`config.mk`:
```
export PLATFORM = sky130hd
export DESIGN_NAME = if_fetch_queue
export DESIGN_NICKNAME = d
export VERILOG_FILES = /design/src/rtl/mips_fetch_pkg.sv /design/src/rtl/fetch_fifo.sv /design/src/rtl/if_fetch_queue.sv
export SDC_FILE = /design/constraint.sdc
export NUM_CORES = 1
export LEC_CHECK = 0
export BUFFER_PORTS_ARGS = -buffer_cell sky130_fd_sc_hd__buf_2
export CAP_MARGIN = 40
export CELL_PAD_IN_SITES_DETAIL_PLACEMENT = 1
export CELL_PAD_IN_SITES_GLOBAL_PLACEMENT = 1
export CORE_MARGIN = 2
export CORE_UTILIZATION = 45
export DETAILED_ROUTE_END_ITERATION = 6
export PLACE_DENSITY = 0.73
export SLEW_MARGIN = 20
export SYNTH_ARGS = -nofsm -noshare
export SYNTH_HDL_FRONTEND = slang
export SYNTH_SLANG_ARGS = --single-unit
```
`constraint.sdc`:
```
create_clock -name clk -period 3.7 [get_ports clk]
set_clock_uncertainty 0.1 [all_clocks]
set_input_delay 0.37 -clock clk [delete_from_list [all_inputs] [get_ports clk]]
set_output_delay 0.37 -clock clk [all_outputs]
set_load 0.02 [all_outputs]
```
`src/rtl/mips_fetch_pkg.sv`:
```
// Shared types and constants for the instruction fetch front-end.
package mips_fetch_pkg;

  localparam int unsigned PC_W      = 32;
  localparam logic [31:0] NOP_INSTR = 32'h0000_0000;

  // One prefetched instruction together with the PC of the word after it.
  typedef struct packed {
    logic [31:0]     instr;
    logic [PC_W-1:0] pc_plus4;
  } fetch_entry_t;

endpackage

```
`src/rtl/fetch_fifo.sv`:
```
// Prefetch queue for fetched instructions. A flush empties the queue and
// overrides any push or pop in the same cycle. Callers never push when full
// and never pop when empty.
module fetch_fifo
  import mips_fetch_pkg::*;
#(
  parameter int unsigned DEPTH = 4,
  localparam int unsigned PTR_W = $clog2(DEPTH),
  localparam int unsigned CNT_W = $clog2(DEPTH + 1)
) (
  input  logic             clk,
  input  logic             rst,
  input  logic             i_push,
  input  fetch_entry_t     i_entry,
  input  logic             i_pop,
  input  logic             i_flush,
  output logic [CNT_W-1:0] o_count,
  output fetch_entry_t     o_head
);

  fetch_entry_t     r_mem [DEPTH];
  logic [PTR_W-1:0] r_head;
  logic [PTR_W-1:0] r_tail;
  logic [CNT_W-1:0] r_count;
  logic [CNT_W-1:0] w_count_d;

  // Entry storage; contents are only observed through a valid head.
  always_ff @(posedge clk) begin
    if (i_push && !i_flush) begin
      r_mem[r_tail] <= i_entry;
    end
  end

  // Occupancy after this cycle's push/pop; simultaneous push and pop cancel.
  always_comb begin
    w_count_d = r_count;
    unique case ({i_push, i_pop})
      2'b10:   w_count_d = r_count + CNT_W'(1);
      2'b01:   w_count_d = r_count - CNT_W'(1);
      default: w_count_d = r_count;
    endcase
  end

  // Pointer and count state; pointers wrap naturally since DEPTH is a power of two.
  always_ff @(posedge clk or negedge rst) begin
    if (!rst) begin
      r_head  <= '0;
      r_tail  <= '0;
      r_count <= '0;
    end else if (i_flush) begin
      r_head  <= '0;
      r_tail  <= '0;
      r_count <= '0;
    end else begin
      if (i_push) r_tail <= r_tail + PTR_W'(1);
      if (i_pop)  r_head <= r_head + PTR_W'(1);
      r_count <= w_count_d;
    end
  end

  assign o_count = r_count;
  assign o_head  = r_mem[r_head];

endmodule

```
`src/rtl/if_fetch_queue.sv`:
```
// Instruction fetch front-end: owns the fetch PC, issues word addresses to a
// one-cycle-latency instruction memory and buffers returned words so decode
// stalls never drop or refetch. A redirect flushes everything in flight.
// Optional performance counters are enabled by defining FETCH_PERF_CNT_EN.
module if_fetch_queue
  import mips_fetch_pkg::*;
#(
  parameter int unsigned DEPTH    = 4,
  parameter logic [31:0] RESET_PC = 32'h0000_0000
) (
  input  logic        clk,
  input  logic        rst,
  output logic        imem_req,
  output logic [9:0]  imem_addr,
  input  logic [31:0] imem_rdata,
  input  logic        redirect_valid,
  input  logic [31:0] redirect_pc,
  input  logic        id_stall,
  output logic        id_valid,
  output logic [31:0] id_instr,
  output logic [31:0] id_pc_plus4
`ifdef FETCH_PERF_CNT_EN
  ,
  output logic [31:0] perf_fetched,
  output logic [31:0] perf_flushed,
  output logic [31:0] perf_full
`endif
);

  localparam int unsigned CNT_W = $clog2(DEPTH + 1);

  logic [PC_W-1:0]  r_fetch_pc;
  logic             r_inflight;
  logic [PC_W-1:0]  r_pc_inflight;

  logic [CNT_W-1:0] w_count;
  fetch_entry_t     w_head;
  fetch_entry_t     w_entry;
  logic             w_push;
  logic             w_pop;
  logic             w_room;

  // A request is only issued when its response already has a reserved slot.
  always_comb begin
    w_room    = (32'(w_count) + 32'(r_inflight)) < DEPTH;
    imem_req  = rst && !redirect_valid && w_room;
    imem_addr = r_fetch_pc[11:2];
    w_push    = r_inflight && !redirect_valid;
    w_pop     = id_valid && !id_stall && !redirect_valid;
    w_entry   = '{instr: imem_rdata, pc_plus4: r_pc_inflight};
  end

  // Fetch PC and in-flight tracking; redirect wins over a new request.
  always_ff @(posedge clk or negedge rst) begin
    if (!rst) begin
      r_fetch_pc    <= RESET_PC;
      r_inflight    <= 1'b0;
      r_pc_inflight <= '0;
    end else if (redirect_valid) begin
      r_fetch_pc <= redirect_pc & ~32'h3;
      r_inflight <= 1'b0;
    end else if (imem_req) begin
      r_fetch_pc    <= r_fetch_pc + 32'd4;
      r_inflight    <= 1'b1;
      r_pc_inflight <= r_fetch_pc + 32'd4;
    end else begin
      r_inflight <= 1'b0;
    end
  end

  fetch_fifo #(
    .DEPTH (DEPTH)
  ) u_fifo (
    .clk     (clk),
    .rst     (rst),
    .i_push  (w_push),
    .i_entry (w_entry),
    .i_pop   (w_pop),
    .i_flush (redirect_valid),
    .o_count (w_count),
    .o_head  (w_head)
  );

  // Decode-side view of the queue head; a nop with zero PC when empty.
  always_comb begin
    id_valid    = (w_count != '0);
    id_instr    = id_valid ? w_head.instr : NOP_INSTR;
    id_pc_plus4 = id_valid ? w_head.pc_plus4 : '0;
  end

`ifdef FETCH_PERF_CNT_EN
  logic [31:0] r_perf_fetched;
  logic [31:0] r_perf_flushed;
  logic [31:0] r_perf_full;

  // Free-running event counters; flushed counts queued plus discarded in-flight words.
  always_ff @(posedge clk or negedge rst) begin
    if (!rst) begin
      r_perf_fetched <= '0;
      r_perf_flushed <= '0;
      r_perf_full    <= '0;
    end else begin
      if (w_push) r_perf_fetched <= r_perf_fetched + 32'd1;
      if (redirect_valid) begin
        r_perf_flushed <= r_perf_flushed + 32'(w_count) + 32'(r_inflight);
      end
      if (w_count == CNT_W'(DEPTH)) r_perf_full <= r_perf_full + 32'd1;
    end
  end

  assign perf_fetched = r_perf_fetched;
  assign perf_flushed = r_perf_flushed;
  assign perf_full    = r_perf_full;
`endif

endmodule

```
---- After elaboration in Yosys (flattened, before gate mapping) ----
Memories as Yosys holds them, arrays and structs flattened.
Cells that the tools add are included.
operators by class
  add/sub/neg operators ................... 6
  equality and inequality tests ........... 2
  bitwise operators ....................... 1
  multiplexer cells ....................... 14
  reduce and logical (&&, ||, !) cells .... 14
  order comparisons ....................... 1
operators by type and width
  cell                                                        number
  two-way mux 32 bit                                          4
  adder 32 x 3 -> 32 bit, second input constant               1
  two-way mux 2 bit                                           4
  logical AND 1 bit                                           6
  one-hot mux 3 bit (2 select lines)                          1
  nonzero test 2 bit                                          3
  nonzero test 3 bit                                          2
  adder 2 x 1 -> 2 bit, second input constant                 2
  adder 3 x 1 -> 4 bit                                        1
  less-than comparator 4 x 3 -> 1 bit, second input constant  1
  two-way mux 1 bit                                           4
  adder 3 x 1 -> 3 bit, second input constant                 1
  two-way mux 3 bit                                           1
  subtractor 3 x 1 -> 3 bit, second input constant            1
  == test 2 x 1 -> 1 bit, second input constant               1
  == test 2 bit, second input constant                        1
  logical NOT 1 bit                                           2
  AND reduction 2 bit                                         1
  inverter 1 bit                                              1
storage, ports and cells
  register bits after elaboration ......... 72
  memories kept ........................... 1
  logic and storage cells ................. 45
  memory bits (writable) .................. 256
  input port bits ......................... 68
  output and inout bits ................... 76
memories
  name          depth  bits a word  read ports  clocked after Yosys merged registers in  wr ports  line              text
  u_fifo.r_mem  4      64           1           0                                        1         fetch_fifo.sv:21  fetch_entry_t r_mem [DEPTH];

---- Longest topological paths before layout ----
Gate-level depths: netlist (run 1).
  word-level depth ........................ 6
  mapped depth ............................ 8

---- Modules after synthesis ----
Synthesis (run 1) repeated with hierarchy kept, for this count alone.
second synthesis, totals
  cell total of the unflattened synthesis .. 778
  area total of the unflattened synthesis .. 13242.7 um2
by module, submodules not included
  module          sequential area each (um2)  area each (um2)  cells an instance  instances
  fetch_fifo      7862.5                      9656.8           375                1
  if_fetch_queue  1526.5                      3585.9           403                1

---- Worst setup path before layout (run 1) ----
Ideal clock, no wire load.
  path type ............................... reg-to-reg
  start ................................... register r_inflight
  end ..................................... memory u_fifo.r_mem[0][10] (netlist bit), enable pin
  library setup time ...................... 0.427 ns
  stages on the path, launching flop included .. 4
  period minus slack after synthesis ...... 2.786 ns
  slack ................................... 0.914 ns
  data arrival time ....................... 2.259 ns
  cells stage by stage .................... dfrtp_1 clkbuf_1 nor2b_1 and2_1
on the way
  word-level cells in the longest chain between the ends .. 4
RTL lines
  what                                     line                  text
  from (decl)                              if_fetch_queue.sv:33  logic r_inflight;
  from (signal assigned)                   if_fetch_queue.sv:57  r_inflight <= 1'b0;
  from (signal assigned)                   if_fetch_queue.sv:61  r_inflight <= 1'b0;
  from (signal assigned)                   if_fetch_queue.sv:64  r_inflight <= 1'b1;
  logical AND 1 bit                        if_fetch_queue.sv:48  w_push = r_inflight && !redirect_valid;
  logical AND 1 bit                        fetch_fifo.sv:29      if (i_push && !i_flush) begin
  two-way mux 1 bit                        fetch_fifo.sv:29
  two-way mux 1 bit (not written as such)  fetch_fifo.sv:30      r_mem[r_tail] <= i_entry;
  to (decl)                                fetch_fifo.sv:21
Every way passes these cells.

---- Worst setup path after layout (run 1) ----
  start ................................... register u_fifo.r_head[0]
  end ..................................... output port id_pc_plus4[14]
on the way
  word-level cells in the longest chain between the ends .. 2
RTL lines
  what                      line                  text
  from (decl)               fetch_fifo.sv:22      logic [PTR_W-1:0] r_head;
  from (signal assigned)    fetch_fifo.sv:56      if (i_pop) r_head <= r_head + PTR_W'(1);
  memory read (4 x 64 bit)  n/a
  two-way mux 32 bit        if_fetch_queue.sv:88  id_pc_plus4 = id_valid ? w_head.pc_plus4 : '0;
  to (decl)                 if_fetch_queue.sv:21  output logic [31:0] id_pc_plus4
Every way passes these cells.

==> key figures, run 1 <==
Synthesis
  – Main synth FF type: edfxtp_1
  – Synth unique cells: 40
  – Main area contributors after synthesis: edfxtp_1 (58%), dfrtp_1 (13%), mux4_2 (11%), nor2b_1 (3.1%), o21ai_0 (1.8%)
  – Post-synth top cells: edfxtp_1 (248), dfrtp_1 (68), nor2b_1 (63)
  – Fraction of registers with async set/reset: between 20% and 30%
  – Yosys warning total: 0
  – Biggest area consumer among synthesized cells: edfxtp_1
  – Synth top area share: around 58%
  – Mean Syn Cell Area: about 17 µm²
  – Post-synthesis cell count: around 760
  – Sequential cell area fraction in the yosys report: between 70% and 80%
  – EDFF count, synth: between 200 and 250
  – Synth Register Bits: about 320
  – Most numerous cell in the Yosys netlist: edfxtp_1
  – Post-Syn Area: 0.0128 mm²

Outcome
  – Status: finished clean

Setup path
  – Worst R2R Path Depth: 5
  – Critical setup path kind: flip-flop to output pin
  – Slowest stage delay, CP: 0.80 ns
  – CP Capture Type: output pin
  – RR Startpoint: r_fetch_pc[6]
  – R2R setup slack: between 1 and 1.5 ns
  – Required time worst endpoint: 3.23 ns
  – Critical Path Fanout Max: 25
  – Worst EP arrival: ~2.6 ns
  – CP max-delay cell: dfrtp_4
  – R2r endpoint: r_fetch_pc[30]
  – Crit path launch type: flip-flop
  – Crit-path cells: buf_4 > mux4_2 > nor2b_1 > buf_2

Pwr
  – Switch share: a little under a third
  – Combinational Power Share: roughly a quarter
  – P per Cell Area: roughly 720 mW/mm²
  – Clock share of power: 29.7%
  – Reg power frac: between 40% and 50%
  – Leakage: ~5.5 nW
  – P_int: between 7 and 8 mW
  – Sw power: 3.55 mW
  – Maximum vdd drop: between 0.4 and 0.5 mV

Global routing
  – Gr ovfl total: 0
  – Total Routing Usage GR: 19.5%
  – Largest net degree at the start of global routing: between 80 and 90
  – Antenna violations before repair: 0
  – Global-route wire length before repair: ~46000 µm
  – Number of global-route vias before repair: slightly below 8000

STA
  – Final setup TNS: 0 ns
  – Fin crit share: approximately 83%
  – RSZ-0062 raised after global routing: false
  – Hold_ws: 0.0112 ns
  – # setup viols final: 0
  – Least-Margin Pin Slew: a little under 0.9 ns
  – Slew Limit Fails: 0
  – Headroom to the max-slew limit: about two fifths
  – Fmax: about 0.33 GHz
  – Final Hold Fails: 0
  – Post-layout minimum cycle time: roughly 3 ns

Placement
  – DP Wirelength: around 17000 µm
  – Port bufs: roughly 140
  – Placed Area: between 0.01 and 0.015 mm²
  – Final GP Congestion: about 0.78

Die
  – Chip Width: roughly 170 µm
  – Rows: 61
  – Die area: between 0.02 and 0.03 mm²
  – Die height: between 150 and 200 µm
  – Initial Utilization: between 40% and 50%
  – Core ar.: 0.0279 mm²
  – I/O Pins: 144

Hold path
  – Hold path cells: 3
  – Min-delay worst type: input port to flip-flop
  – Hold EP: r_fetch_pc[27]
  – Worst Hold Launch: redirect_pc[27]

Layout
  – Area growth syn-to-layout: 20.5%
  – Post-route cell area: roughly 0.015 mm²
  – Final Util: 55.3%
  – Share of cells above drive strength 1: 29.4%
  – Final net count: 1017
  – # diodes: 0

Clock tree
  – Post-CTS Setup Bufs: 0
  – Hold buffers post-CTS: 43
  – CTS tree: done
  – Root Driver: clkbuf_16
  – CTS Sinks: 316
  – Post-CTS resize count: 0
  – Max Buffers Root-to-Sink: 3
  – Clock-pin slew on the worst setup and hold paths: ~0.06 ns
  – TritonCTS Buffers: 34
  – Clock Latency Late Sink: about 0.50 ns
  – H-tree levels: 2

Detailed routing
  – Final ANT Viol Nets: 0
  – WL per Instance: 21.3 µm
  – Via count: around 7300
  – Residual DRC: 0
  – Vias/cell: approximately 5.4
  – Iter 0 DRT Violations: between 400 and 500
  – DR pass1 iterations: 4
  – Total Wirelength: 28700 µm

Job
  – Number of max-cap violations: 0
-- state kept, by name, summed over array words and instances (netlist names) --
| name | flops |
|---|---|
| u_fifo.r_head | 2 |
| u_fifo.r_mem | 248 |
| r_inflight | 1 |
| u_fifo.r_tail | 2 |
| u_fifo.o_count | 3 |
| r_fetch_pc | 30 |
| r_pc_inflight | 30 |
-- metal layers --
metal | track usage, % | share of wire, % | up-vias
met2 | 32.4 | 49 | 204
met3 | 3.50 | 5.1 | 38
met5 | 0 | 0 | -
met4 | 4.45 | 1.6 | 0
met1 | 27.1 | 44 | 3771
li1 | - | - | 3265
-- per-stage QoR --
step	instances	total power, mW	setup slack (ns)
detailed placement	1242	7.88	1.07
finish	1343	11.1	0.642
global placement	1242	7.79	1.09
floorplan	764	6.81	0.914
CTS	1343	11.2	0.536
global route	1343	11.7	0.465
-- layout make-up --
type / instances / area, µm²
fill: 2666 / 12500
sequential: 316 / 9150
multi-input combinational: 385 / 3400
timing repair buffer: 198 / 1300
clock buffer: 43 / 958
tap: 378 / 473
clock inverter: 15 / 139
inverter: 8 / 30.0
-- power groups by stage --
stage                     Clock (mW)  Sequential [mW]  Combinational (mW)
after global placement             0             4.87                2.91
after global routing            3.52             4.91                3.22
after CTS                       3.39             4.84                3.02
after detailed placement           0             4.91                2.97
after floorplan                    0             4.65                2.16
final                           3.30             4.83                2.97
-- critical path, delay by kind of cell (launching register included) --
| kind | cells | cell delay (ns) |
|---|---|---|
| flip-flops | 1 | 0.80 |
| AND/OR/NAND/NOR | 1 | 0.14 |
| buffers and inverters | 2 | 0.61 |
| multiplexers | 1 | 0.53 |
-- how the worst max path moves through the flow --
stage                           from                  end  slack (ns)  cells after the start
finish              u_fifo.r_head[0]      id_pc_plus4[14]        0.64                      4
global route        u_fifo.r_head[0]      id_pc_plus4[18]        0.46                      4
global placement    u_fifo.r_head[0]      id_pc_plus4[19]        1.09                      4
CTS                 u_fifo.r_head[0]      id_pc_plus4[19]        0.54                      4
floorplan                 r_inflight  u_fifo.r_mem[0][10]        0.91                      3
detailed placement  u_fifo.r_head[0]      id_pc_plus4[19]        1.07                      4
-- cells in the final DEF (no fill, tap or decap), drive strengths merged, types with 17 or more instances in the layout --
cell type and count:
nor2b 63, nor2 22, buf 155, nand2 45, dlygate4sd3 43, dfrtp 68
o21ai 49, clkbuf 43, xnor2 17, mux4 62, edfxtp 248
-- cell families (layout without fill, tap and decap cells) --
kind of cell / after synthesis / in the layout / share of synthesized area, %
compound gates: 86 / 86 / 4.12
other cells: 1 / 2 / 0.0292
mux: 65 / 65 / 11.1
flops: 316 / 316 / 71.3
xor+xnor: 33 / 33 / 2.25
fa+ha+maj: 6 / 6 / 0.644
buf+inv: 63 / 264 / 2.28
simple gates: 193 / 193 / 8.21
Power figures use the tool's default switching activity.
==> inputs of run 2 (changes only) <==
==> constraint.sdc (replaced) <==
create_clock -name clk -period 2.9 [get_ports clk]
set_clock_uncertainty 0.1 [all_clocks]
set_input_delay 0.29 -clock clk [delete_from_list [all_inputs] [get_ports clk]]
set_output_delay 0.29 -clock clk [all_outputs]
set_load 0.02 [all_outputs]
==> run 2 against run 1 <==
- flip-flop and latch count did not move
- register-to-register slack got worse by 0.44 ns
- sequential power rose by 26%
- routed wire length rose by 1.9%
- first-iteration DRC count fell by 12%
- critical endpoint is now id_instr[1]
- largest power group unchanged
==> key figures, run 2 (synthesized netlist as in run 1, its figures left out) <==
Outcome
  – Status: finished clean

STA
  – Least-Margin Pin Slew: 0.667 ns (-0.203 ns)
  – Final Hold Fails: 0 (unchanged)
  – Headroom to the max-slew limit: 55.1% (+14 points)
  – Hold_ws: 0.110 ns (+0.0983 ns)
  – # setup viols final: 0 (unchanged)
  – Post-layout minimum cycle time: approximately 2.6 ns
  – Fmax: around 0.39 GHz
  – Slew Limit Fails: 0 (unchanged)
  – RSZ-0062 raised after global routing: false
  – Fin crit share: 89.0%
  – Final setup TNS: 0 ns (unchanged)

Clock tree
  – CTS tree: done
  – Root Driver: clkbuf_16
  – Max Buffers Root-to-Sink: 3 (unchanged)
  – Clock Latency Late Sink: 0.51 ns (about the same)
  – Hold buffers post-CTS: 63 (+47%)
  – Post-CTS Setup Bufs: 0 (unchanged)
  – Post-CTS resize count: 0 (unchanged)
  – Clock-pin slew on the worst setup and hold paths: 0.06 ns (about the same)
  – CTS Sinks: 316 (unchanged)
  – TritonCTS Buffers: 36 (+5.9%)
  – H-tree levels: 2 (unchanged)

Global routing
  – Most used routing layer: met2
  – Number of global-route vias before repair: 7896 (+0.78%)
  – Global-route wire length before repair: 46100 µm (+1.4%)
  – Total Routing Usage GR: 19.8% (+0.24 points)
  – Antenna violations before repair: 0 (unchanged)
  – Largest net degree at the start of global routing: 63 (-29%)
  – Met2 Use GR: 32.4% (-0.083 points)
  – Met1 usage: 28.3% (+1.1 points)
  – Gr ovfl total: 0 (unchanged)
  – GR Util met3: 2.97% (-0.53 points)

Layout
  – Commonest cells after routing, fill and taps aside: edfxtp_1 (248), buf_2 (139), dfrtp_1 (66)
  – # diodes: 0 (unchanged)
  – Area growth syn-to-layout: 22.9%
  – Max reg flops: 248 (unchanged)
  – Post-route cell area: 0.0158 mm² (+2.0%)
  – Non-filler instance count after layout: 1375 (+2.4%)
  – Final net count: 1045 (+2.8%)
  – Most flops, register: u_fifo.r_mem
  – Largest registers: u_fifo.r_mem (248), r_fetch_pc (30), r_pc_inflight (30)
  – Share of cells above drive strength 1: 28.9% (-0.54 points)
  – Commonest non-fill, non-tap cell in the layout: edfxtp_1

Detailed routing
  – Total Wirelength: 29200 µm (+1.9%)
  – DR pass1 iterations: 5 (+1)
  – Final ANT Viol Nets: 0 (unchanged)
  – Vias/cell: 5.39 (-0.54%)
  – Via count: 7411 (+1.8%)
  – Iter 0 DRT Violations: 429 (-12%)
  – Residual DRC: 0 (unchanged)
  – WL per Instance: 21.2 µm (-0.50%)

Placement
  – Final GP Congestion: 0.802 (+2.7%)
  – DP Wirelength: 17400 µm (+3.1%)
  – Placed Area: 0.0140 mm² (+0.59%)
  – Port bufs: 139 (unchanged)
  – Placed cell count: 1248 (+0.48%)

Die
  – Die area: 0.0299 mm² (unchanged)
  – Chip Width: 173 µm (unchanged)
  – Initial Utilization: 45.9% (unchanged)
  – I/O Pins: 144 (unchanged)
  – Die height: 173 µm (unchanged)
  – Core ar.: 0.0279 mm² (unchanged)
  – Rows: 61 (unchanged)

Setup path
  – Crit-path cells: buf_4 > mux4_2 > nor2b_1 > buf_2
  – CP max-delay cell: mux4_2
  – Required time worst endpoint: 2.51 ns (-0.72 ns)
  – CP Capture Type: output pin
  – Critical Path Start: u_fifo.r_head[0]
  – Critical Path Fanout Max: 14 (-44%)
  – Crit path launch type: flip-flop
  – Slowest stage delay, CP: 0.53 ns (-0.27 ns)
  – Worst EP arrival: 2.19 ns (-0.40 ns)
  – Critical setup path kind: flip-flop to output pin
  – RR Startpoint: r_fetch_pc[6]

Pwr
  – P per Cell Area: 912 mW/mm² (+27%)
  – Leakage: 5.67 nW (+2.4%)
  – Maximum vdd drop: 0.543 mV (+20%)

Hold path
  – Min-delay worst type: input port to flip-flop
  – Worst Hold Launch: id_stall

Job
  – Number of max-cap violations: 0 (unchanged)
==> run 2: changes by cell type in the layout (fill, tap and decap cells not counted), sizes merged <==
cell,delta
buf,+6
clkbuf,+5
clkinv,+2
dlygate4sd3,+20
inv,-1
==> run 2: worst paths after layout <==
kind	endpoint	slack [ns]	cells past startpoint
setup / recovery	id_instr[1]	0.32	4
hold / removal	u_fifo.r_head[0]	0.11	4
setup reg to reg	r_pc_inflight[26]	0.59	5
hold reg to reg	u_fifo.r_mem[1][19]	0.42	0
max in group asynchronous	u_fifo.r_head[0]	1.45	4
min in group asynchronous	r_pc_inflight[5]	0.33	3
==> run 2: layer usage <==
layer  share of wire, %  up-vias
met5                  0        -
met4                1.8        0
met3                5.3       40
met2                 49      237
met1                 44     3802
li1                   -     3332
==> run 2: where the power goes <==
part / switching, mW / internal [mW] / leakage [nW] / total [mW]
Sequential: 0.513 / 5.57 / 3.09 / 6.08
Clock: 1.73 / 2.57 / 0.543 / 4.30
Combinational: 2.35 / 1.65 / 2.03 / 4.00
Total: 4.59 / 9.79 / 5.67 / 14.4
==> run 2: through the flow <==
stage	utilization (%)	setup WS, ns	total power [mW]
6_report	56.4	0.319	14.4
3_5_place_dp	50.1	0.621	10.2
2_1_floorplan	-	0.114	8.69
4_1_cts	56.4	0.273	14.6
5_1_grt	56.4	0.223	15.1
3_3_place_gp	50.1	0.687	10.0
==> run 2: worst max-delay path: cells and delay by family, from the launching register on <==
family	cells	cell delay [ns]
AND/OR/NAND/NOR	1	0.17
multiplexers	1	0.53
buffers and inverters	2	0.49
flip-flops	1	0.49
==> run 2: final cells by class <==
class,instances,area [µm²]
fill,2642,12200
sequential,316,9150
multi-input combinational,385,3400
timing repair buffer,224,1580
clock buffer,48,987
tap,378,473
clock inverter,16,139
inverter,8,30.0
==> inputs of run 3 (changes only) <==
--- a/config.mk
+++ b/config.mk
@@ -12,7 +12,7 @@
 export CORE_MARGIN = 2
 export CORE_UTILIZATION = 45
 export DETAILED_ROUTE_END_ITERATION = 6
-export PLACE_DENSITY = 0.73
+export PLACE_DENSITY = 0.84
 export SLEW_MARGIN = 20
 export SYNTH_ARGS = -nofsm -noshare
 export SYNTH_HDL_FRONTEND = slang
==> run 3 against run 2 <==
- routed wire length is 5.2% higher
- global-route usage is 1.2 points higher
- die area stayed put
==> key figures, run 3 (synthesized netlist as in run 1, its figures left out) <==
Pwr
  – P_int: 9.71 mW (-0.83%)
  – Combinational Power Share: 28.0% (+0.2 points)
  – Switch share: 32.4% (+0.43 points)
  – Clock share of power: 29.2% (-0.7 points)
  – Leakage: 5.66 nW (-0.20%)
  – Maximum vdd drop: 0.579 mV (+6.6%)
  – Reg power frac: 42.8% (+0.5 points)
  – Power Total: 14.4 mW (-0.20%)
  – Sw power: 4.64 mW (+1.1%)
  – P per Cell Area: 911 mW/mm² (-0.17%)

Die
  – Die height: 173 µm (unchanged)
  – Initial Utilization: 45.9% (unchanged)
  – Die area: 0.0299 mm² (unchanged)
  – Core ar.: 0.0279 mm² (unchanged)
  – Rows: 61 (unchanged)
  – I/O Pins: 144 (unchanged)
  – Chip Width: 173 µm (unchanged)

Detailed routing
  – Top Layer Used: met4
  – Residual DRC: 0 (unchanged)
  – Final ANT Viol Nets: 0 (unchanged)
  – DR pass1 iterations: 5 (unchanged)
  – Via count: 7496 (+1.1%)
  – Total Wirelength: 30700 µm (+5.2%)
  – Iter 0 DRT Violations: 564 (+31%)
  – WL per Instance: 22.4 µm (+5.6%)
  – Length of routed met3 wiring: 1540 µm (-0.58%)
  – Vias/cell: 5.47 (+1.5%)
  – Met2 routed WL: 15900 µm (+12%)
  – Met1 Wirelength: 12700 µm (-1.6%)

Clock tree
  – TritonCTS Buffers: 35 (-2.8%)
  – Root Driver: clkbuf_16
  – CTS Sinks: 316 (unchanged)
  – H-tree levels: 2 (unchanged)
  – Clock Latency Late Sink: 0.51 ns (about the same)
  – Post-CTS Setup Bufs: 0 (unchanged)
  – Clock-pin slew on the worst setup and hold paths: 0.06 ns (about the same)
  – Max Buffers Root-to-Sink: 3 (unchanged)
  – Post-CTS resize count: 0 (unchanged)
  – CTS tree: done

Global routing
  – Total Routing Usage GR: 21.0% (+1.2 points)
  – Number of global-route vias before repair: 8474 (+7.3%)
  – Gr ovfl total: 0 (unchanged)
  – Largest net degree at the start of global routing: 78 (+24%)
  – Antenna violations before repair: 0 (unchanged)
  – Global-route wire length before repair: 48500 µm (+5.0%)

STA
  – Least-Margin Pin Slew: 0.728 ns (+0.0609 ns)
  – # setup viols final: 0 (unchanged)
  – Fin crit share: 93.5% (+4.5 points)
  – Final setup TNS: 0 ns (unchanged)
  – Slew Limit Fails: 0 (unchanged)
  – Post-layout minimum cycle time: 2.71 ns (+0.132 ns)
  – Headroom to the max-slew limit: 51.5% (-3.7 points)
  – Fmax: 0.369 GHz (-4.9%)
  – Final WS setup: 0.187 ns (-0.132 ns)
  – Final Hold Fails: 0 (unchanged)
  – RSZ-0062 raised after global routing: false

Layout
  – Most flops, register: u_fifo.r_mem
  – Commonest cells after routing, fill and taps aside: edfxtp_1 (248), buf_2 (139), dfrtp_1 (66)
  – Commonest non-fill, non-tap cell in the layout: edfxtp_1
  – # diodes: 0 (unchanged)
  – Largest registers: u_fifo.r_mem (248), r_fetch_pc (30), r_pc_inflight (30)
  – Max reg flops: 248 (unchanged)
  – Share of cells above drive strength 1: 28.6% (-0.26 points)
  – Final Util: 56.4% (about the same)
  – Final net count: 1040 (-0.48%)
  – Area growth syn-to-layout: 22.9% (about the same)

Setup path
  – Critical setup path kind: flip-flop to output pin
  – Required time worst endpoint: 2.51 ns (about the same)
  – Critical Path Fanout Max: 14 (unchanged)
  – Worst R2R Path Depth: 7 (+2)
  – Worst EP arrival: 2.32 ns (+0.13 ns)
  – Crit path launch type: flip-flop
  – Slowest stage delay, CP: 0.61 ns (+0.08 ns)
  – CP Capture Type: output pin
  – CP max-delay cell: dfrtp_4
  – Crit-path cells: buf_4 > mux4_2 > nor2b_1 > buf_2

Hold path
  – Hold path cells: 3 (-1)
  – Min-delay worst type: input port to flip-flop

Outcome
  – Status: finished clean

Job
  – Number of max-cap violations: 0 (unchanged)

Placement
  – Setup slack at placement: 0.541 ns (-0.0807 ns)
  – Port bufs: 139 (unchanged)
  – DP Wirelength: 18400 µm (+5.6%)
  – Final GP Congestion: 0.790 (-1.5%)
[run 3: changes by cell type in the layout (fill, tap and decap cells not counted), sizes merged]
cell         previous run  this run
clkinv                 11         7
dlygate4sd3            63        59
clkbuf                 48        51
clkinvlp                2         0
inv                     9        11
[run 3: per-layer routing]
metal	global-route usage, %	up-vias
met2	37.0	217
met1	27.1	3907
li1	-	3333
met3	3.63	39
met4	5.26	0
met5	0	-
[run 3: critical path, delay by kind of cell (launching register included)]
kind / cells / cell delay [ns]
flops: 1 / 0.61
mux: 1 / 0.54
simple gates: 1 / 0.16
buf+inv: 2 / 0.49
[run 3: stage by stage]
stage          std cells  hold WS [ns]  cell area [µm²]
2_1_floorplan        764        -0.106            12800
4_1_cts             1370       0.00613            15800
6_report            1370        0.0142            15800
3_5_place_dp        1248         0.271            14100
5_1_grt             1370       0.00766            15800
3_3_place_gp        1248         0.262            14100
[run 3: area by class of cell]
cell class | instances | area [µm²]
Fill cell | 2641 | 12200
Inverter | 8 | 30.0
Timing Repair Buffer | 220 | 1610
Sequential cell | 316 | 9150
Clock inverter | 12 | 115
Tap cell | 378 | 473
Clock buffer | 51 | 966
Multi-Input combinational cell | 385 | 3410
[run 3: power groups by stage]
stage	Combinational, mW	Clock [mW]	Sequential (mW)
after floorplan	2.75	0	5.93
after detailed placement	3.99	0	6.22
final	4.02	4.19	6.14
after global placement	3.87	0	6.14
after global routing	4.35	4.47	6.22
after CTS	4.09	4.29	6.14
[run 3: final timing paths]
check | slack [ns] | to | startpoint
max in group asynchronous | 1.32 | u_fifo.r_head[0] | rst
worst min register to register | 0.43 | u_fifo.r_mem[3][10] | r_pc_inflight[10]
worst min-delay path | 0.01 | r_fetch_pc[20] | redirect_pc[20]
min in group asynchronous | 0.30 | r_pc_inflight[28] | rst
worst max register to register | 0.51 | r_pc_inflight[22] | r_fetch_pc[3]
worst max-delay path | 0.19 | id_instr[9] | u_fifo.r_head[0]
[run 3: what timing repair did]
item | in CTS | in global routing
hold buffers | 59 | 0
endpoints found under the hold margin | 170 | 0
endpoints found under the setup margin | 0 | 0
